[src/rtl/cpu_cu.sv]
// cpu_cu: control unit for a 16-bit multicycle CPU.
// Sequences FETCH/DECODE/execute, decodes the instruction register and
// drives the execution-unit strobes, selects and register-file addresses.
// Ports:
//   clk, reset            - system clock, asynchronous active-high reset
//   IR[15:0]              - instruction register contents
//   N, Z, C               - live ALU status flags
//   we, IR_ld, PC_ld, PC_inc, mw_en - strobes (combinational from state/IR)
//   PC_sel, s_sel, ad_sel - datapath selects
//   W_Adr, R_Adr, S_Adr   - register-file addresses from IR fields
//   ALU_OP[3:0]           - ALU operation code
//   halted, illegal       - stop indicators
//   state[3:0]            - current state code
module cpu_cu #(
  parameter logic [3:0] ALU_PASS_S = 4'h0
) (
  input  logic        clk,
  input  logic        reset,
  input  logic [15:0] IR,
  input  logic        N,
  input  logic        Z,
  input  logic        C,
  output logic        we,
  output logic        IR_ld,
  output logic        PC_ld,
  output logic        PC_inc,
  output logic        PC_sel,
  output logic        s_sel,
  output logic        ad_sel,
  output logic [2:0]  W_Adr,
  output logic [2:0]  R_Adr,
  output logic [2:0]  S_Adr,
  output logic [3:0]  ALU_OP,
  output logic        mw_en,
  output logic        halted,
  output logic        illegal,
  output logic [3:0]  state
);

  typedef enum logic [3:0] {
    ST_RESET   = 4'd0,
    ST_FETCH   = 4'd1,
    ST_DECODE  = 4'd2,
    ST_ALU     = 4'd3,
    ST_LOAD    = 4'd4,
    ST_STORE   = 4'd5,
    ST_BRANCH  = 4'd6,
    ST_JR      = 4'd7,
    ST_HALT    = 4'd8,
    ST_ILLEGAL = 4'd9
  } state_e;

  state_e     r_state;
  state_e     w_next_state;
  logic [2:0] r_flags;       // {N, Z, C} captured at end of ALU cycle
  logic       w_take_branch;
  logic       w_unused;

  wire w_class = IR[15];
  wire [3:0] w_subop = IR[14:11];
  wire [2:0] w_cond  = IR[10:8];

  // IR[1:0] carry no control information.
  assign w_unused = ^IR[1:0];

  // State register.
  always_ff @(posedge clk or posedge reset) begin
    if (reset) r_state <= ST_RESET;
    else       r_state <= w_next_state;
  end

  // Flag register: branches see the flags of the last ALU instruction.
  always_ff @(posedge clk or posedge reset) begin
    if (reset)                  r_flags <= 3'b000;
    else if (r_state == ST_ALU) r_flags <= {N, Z, C};
  end

  // Branch condition evaluated against the stored flags.
  always_comb begin
    w_take_branch = 1'b0;
    case (w_cond)
      3'b000: w_take_branch = 1'b1;
      3'b001: w_take_branch = r_flags[1];
      3'b010: w_take_branch = ~r_flags[1];
      3'b011: w_take_branch = r_flags[2];
      3'b100: w_take_branch = ~r_flags[2];
      3'b101: w_take_branch = r_flags[0];
      3'b110: w_take_branch = ~r_flags[0];
      default: w_take_branch = 1'b0;
    endcase
  end

  // Next-state logic.
  always_comb begin
    w_next_state = r_state;
    case (r_state)
      ST_RESET:  w_next_state = ST_FETCH;
      ST_FETCH:  w_next_state = ST_DECODE;
      ST_DECODE: begin
        if (!w_class) begin
          w_next_state = ST_ALU;
        end else begin
          case (w_subop)
            4'b0000: w_next_state = ST_LOAD;
            4'b0001: w_next_state = ST_STORE;
            4'b0010: w_next_state = ST_BRANCH;
            4'b0011: w_next_state = ST_JR;
            4'b0100: w_next_state = ST_HALT;
            default: w_next_state = ST_ILLEGAL;
          endcase
        end
      end
      ST_ALU, ST_LOAD, ST_STORE, ST_BRANCH, ST_JR: w_next_state = ST_FETCH;
      ST_HALT:    w_next_state = ST_HALT;
      ST_ILLEGAL: w_next_state = ST_ILLEGAL;
      default:    w_next_state = ST_ILLEGAL;
    endcase
  end

  // Output logic: strobes are combinational so reset removes them at once.
  always_comb begin
    we      = 1'b0;
    IR_ld   = 1'b0;
    PC_ld   = 1'b0;
    PC_inc  = 1'b0;
    PC_sel  = 1'b0;
    s_sel   = 1'b0;
    ad_sel  = 1'b0;
    mw_en   = 1'b0;
    ALU_OP  = ALU_PASS_S;
    halted  = 1'b0;
    illegal = 1'b0;
    W_Adr   = IR[10:8];
    R_Adr   = IR[7:5];
    S_Adr   = IR[4:2];
    state   = r_state;
    case (r_state)
      ST_FETCH: begin
        IR_ld  = 1'b1;
        PC_inc = 1'b1;
      end
      ST_ALU: begin
        ALU_OP = w_subop;
        we     = 1'b1;
      end
      ST_LOAD: begin
        ad_sel = 1'b1;
        s_sel  = 1'b1;
        we     = 1'b1;
      end
      ST_STORE: begin
        ad_sel = 1'b1;
        mw_en  = 1'b1;
      end
      ST_BRANCH: PC_ld = w_take_branch;
      ST_JR: begin
        PC_sel = 1'b1;
        PC_ld  = 1'b1;
      end
      ST_HALT:    halted  = 1'b1;
      ST_ILLEGAL: illegal = 1'b1;
      default: ;
    endcase
  end

endmodule
[config.mk]
export PLATFORM = sky130hd
export DESIGN_NAME = cpu_cu
export DESIGN_NICKNAME = d
export VERILOG_FILES = /design/src/rtl/cpu_cu.sv
export SDC_FILE = /design/constraint.sdc
export NUM_CORES = 1
export LEC_CHECK = 0
export BUFFER_PORTS_ARGS = -buffer_cell sky130_fd_sc_hd__clkbuf_2
export CAP_MARGIN = 20
export CORE_UTILIZATION = 37
export DETAILED_ROUTE_END_ITERATION = 16
export GPL_ROUTABILITY_DRIVEN = 0
export PLACE_DENSITY_LB_ADDON = 0.2
export SLEW_MARGIN = 15
export SYNTH_ARGS = -nofsm -noshare
export SYNTH_HDL_FRONTEND = slang
export SYNTH_SLANG_ARGS = --single-unit
[constraint.sdc]
create_clock -name clk -period 1.8 [get_ports clk]
set_input_delay 0.27 -clock clk [delete_from_list [all_inputs] [get_ports clk]]
set_output_delay 0.27 -clock clk [all_outputs]
set_load 0.05 [all_outputs]
# [Word-level counts from Yosys, hierarchy flattened]
# Index checks and enable logic that the tools add are counted.
[totals] ramBits=0 mem_bits_ro=0 register_bits=7 wordCells=44 latchBits=0 n_memories=0 output_inout_bits=27
[classes] multipliers=0 n_addsub=0 magnitude_cmp=0 shift=0 eq_ne=19 n_div=0 mux=14 reduce_logical=6 bitwise_logic=3
[ops] operator="$eq 4x3->1 const B" n=5
[ops] operator="$pmux 4 s5" n=1
[ops] operator="$eq 4x2->1 const B" n=4
[ops] operator="$pmux 4 s4" n=1
[ops] operator="$eq 3x3->1 const B" n=3
[ops] operator="$eq 4x1->1 const B" n=2
[ops] operator="$eq 4x4->1 const B" n=2
[ops] operator="$logic_not 4->1" n=2
[ops] operator="$mux 1" n=8
[ops] operator="$mux 4" n=2
[ops] operator="$pmux 1 s7" n=1
[ops] operator="$eq 3x2->1 const B" n=2
[ops] operator="$reduce_or 6->1" n=1
[ops] operator="$reduce_or 2->1" n=2
[ops] operator="$eq 3x1->1 const B" n=1
[ops] operator="$logic_not 3->1" n=1
[ops] operator="$not 1->1" n=3
[ops] operator="$pmux 1 s2" n=1

# [Depth between registers and ports, before layout]
[logic_depth] ltp_word=4 depth_mapped=4

# [Worst setup path after synthesis]
# No wires, ideal clock.
[synth_timing] path_type="reg2out" start="register r_state[0], in the netlist state[0]" end="output PC_inc" t_arrival_ps=2469 stages_incl_launch_ff=5 n_path_buf=2 required_time_ps=1530 path_slack_ps=-939 cell_sequence="dfrtp_1 -> buf_2 -> nand2_1 -> nor3_1 -> buf_4"
[synth_between] elab_chain_cells=2
[synth_lines] element="start, declared" line_no="53" source="state_e r_state;"
[synth_lines] element="start signal, assigned" line_no="69" source="else r_state <= w_next_state;"
[synth_lines] element="$eq 4x1->1"
[synth_lines] element="$mux 1"
[synth_lines] element="end, declared" line_no="26" source="output logic PC_inc,"
# Every way passes these cells.

# [Final worst setup path]
[layout_timing] start="register r_state[0], in the netlist state[0]" end="output ALU_OP[2]"
[layout_between] elab_chain_cells=2
[layout_lines] element="$eq 4x2->1" line_no="137" source="case (r_state)"
[layout_lines] element="$mux 4" line_no="137"
[layout_lines] element="end, declared" line_no="33" source="output logic [3:0] ALU_OP,"
# Every way passes these cells.

==> impl_metrics.toml <==
[sta]
fmax_mhz = 575
worst_slew_pin_slew_ns = 0.284
tns_ns = 0
rsz0062_at_grt = "true"
finalSetupViolations = 0
maxSlewViolCount = 0
timing.hold.ws_ns = 0.234
period_share_pct = 96.7
skew_ns = 0.00630
finalHoldViolations = 0
min_period_ns = 1.74
slew_headroom_pct = 81.1

[worst_setup_path]
cpPeakStageDelay_ns = 0.43
required_ns = 1.53
critPathMaxFanout = 7
cp-end-kind = "output pin"
cp.arrival_ns = 1.47
rr_endpoint = "r_flags[2]"
rr_startpoint = "state[0]"
r2r_cells = 4
r2r_slack_ns = 0.41
crit_slowest_cell = "dfrtp_2"
path_cells = "buf_4 -> and3_2 -> and2_2 -> clkbuf_4"
start_kind = "flip-flop"
criticalPathCategory = "flip-flop to output pin"

[grt]
grt_pass1_vias = 506
grt_antenna_before_repair = 0
grt.overflow.total = 0
grt_max_degree = 9
grt_pass1_wl_um = 2150
grtUsageTotal_pct = 15.5

[yosys]
ys_seq_area_share_pct = 30.4
synth_seq_cells = 7
synthTopCellsByArea = "dfrtp_1 (30%), buf_4 (13%), mux2_4 (7.8%)"
netlist_instances = 66
syn_area_per_cell_um2 = 8.74
yosysTopAreaCell = "dfrtp_1"
synth.distinct_cells = 29
synth_top_area_share_pct = 30.4
ys_warn_count = 0
synth_area_um2 = 577
syn_nets = 87

[cells_and_area]
antennaDiodeCount = 0
instances_no_fill = 114
drive_above_1_share_pct = 63.6
nets = 121
syn_to_final_growth_pct = 48.2

[clock_network]
cts_max_level = 1
clockRootBuffer = "clkbuf_4"
cts_buffers = 3
clk_latency_ns = 0.25
cts.sinks = 7
cts_buffer_depth = 2
cts_tree = "yes"
clkSlewWorstSetupHoldPaths_ns = 0.05

[pwr]
p_int_w = 0.000665
switchingPower_w = 0.000779
p_comb_share_pct = 69.2
p_per_area_nw_per_um2 = 1690
p_leak_nw = 0.424
pwr-share-seq_pct = 21.3
ir_drop_mv = 1.02
p_clk_share_pct = 9.6
power.share.switching_pct = 53.9

[hold_path]
min_to = "state[2]"
whs_path_depth = 2
hold_start = "IR[14]"
hp-class = "primary input to flip-flop"

[floorplan]
ios = 48
core_um2 = 1380
start_util_pct = 41.7
die-area_um2 = 1720
placement_rows = 13
die_w_um = 41.5
fp.dieH_um = 41.5

[route]
drt_first_pass_iters = 1
wl_per_cell_um = 10.7
drc = 0
drt-total-wl_um = 1220
via_per_inst = 5.00
ant_nets = 0
drt_iter0_markers = 0
num_vias = 570

[placement]
port_buffers = 33
dp_hpwl_um = 954
place_inst = 105

[status]
status = "completed"

[flow_run]
drv_cap = 0
[per-stage QoR]
stage,setup WS [ns],util (%),cell area (µm²),total power (W)
detailed placement,0.0591,54.4,752,0.00122
CTS,0.0166,60.7,840,0.00144
floorplan,-0.156,-,637,0.00108
global placement,0.0679,54.4,752,0.00121
finish,0.0602,61.8,855,0.00144
global route,-0.0356,61.8,855,0.00153
[cell families (layout without fill, tap and decap cells)]
family / count (synthesis) / in the layout / share of synthesized area, %
buffers and inverters: 15 / 48 / 17.8
multiplexers: 3 / 3 / 7.81
AO/OA/AOI/OAI: 11 / 11 / 14.8
AND/OR/NAND/NOR: 30 / 30 / 29.3
flip-flops: 7 / 7 / 30.4
[worst max path at each step]
stage               slack [ns]        end  cells past startpoint  startpoint
finish                    0.06  ALU_OP[2]                      4    state[0]
global route             -0.04      PC_ld                      4  r_flags[2]
CTS                       0.02      PC_ld                      4  r_flags[2]
detailed placement        0.06      PC_ld                      5       IR[9]
global placement          0.07      PC_ld                      5       IR[9]
floorplan                -0.16     PC_inc                      4    state[0]
[sequential cells by signal (all words and copies together) (netlist names)]
signal,count
state,4
r_flags,3
[power by group through the flow]
| stage | logic [W] | registers, W | clock network (W) |
|---|---|---|---|
| 2_1_floorplan | 0.000647 | 0.000434 | 0 |
| 3_3_place_gp | 0.000888 | 0.000326 | 0 |
| 3_5_place_dp | 0.000896 | 0.000327 | 0 |
| 4_1_cts | 0.000994 | 0.000301 | 0.000144 |
| 5_1_grt | 0.00106 | 0.000321 | 0.000155 |
| 6_report | 0.000999 | 0.000307 | 0.000138 |
[placed cells by master, fill, tap and decap left out, drive strengths merged, types with 2 or more instances in the layout]
cell,count
nand2,3
or3b,2
mux2,3
inv,3
clkbuf,34
dfrtp,7
buf,10
nor2,6
o21ai,2
and3b,2
nor3,6
nand2b,2
and2,4
a21boi,2
[synth_stat cells]
master,n
a211o_1,1
a211oi_1,1
a21boi_0,1
a21boi_2,1
a21oi_1,1
a221o_1,1
a221oi_1,1
a311oi_1,1
and2_1,3
and2_2,1
and3_1,1
and3b_1,2
buf_2,1
buf_4,10
buf_6,1
dfrtp_1,7
inv_1,3
mux2_4,3
nand2_1,3
nand2b_1,2
nand3_1,1
nor2_1,6
nor2b_1,1
nor3_1,6
nor3b_1,1
o21ai_0,2
o21bai_1,1
or3_1,1
or3b_1,2
[timing repair]
| item | CTS | global route |
|---|---|---|
| buffers inserted | 4 | 0 |
| pin swaps | 2 | 0 |
| hold buffers | 1 | 0 |
| resized for setup | 7 | 9 |
| hold endpoints to repair | 7 | 0 |
| endpoints found under the setup margin | 8 | 8 |
[area by class of cell]
cell class / count / area (µm²)
tap: 15 / 18.8
timing repair buffer: 41 / 250
sequential: 7 / 180
inverter: 3 / 11.3
fill: 132 / 528
multi-input combinational: 44 / 368
clock buffer: 4 / 26.3
[routing by layer]
| layer | track usage (%) | up-vias | wire (µm) |
|---|---|---|---|
| met2 | 25.6 | 21 | 561 |
| li1 | - | 289 | - |
| met5 | 0 | - | 0 |
| met1 | 19.5 | 258 | 572 |
| met3 | 1.74 | 2 | 78 |
| met4 | 8.39 | 0 | 4 |
[critical path, delay by kind of cell, from the launching register on]
family | cells | cell delay (ns)
DFF | 1 | 0.43
and+or+nand+nor | 2 | 0.43
buffers and inverters | 2 | 0.38
Note: power is estimated with default switching activity, not from simulation.
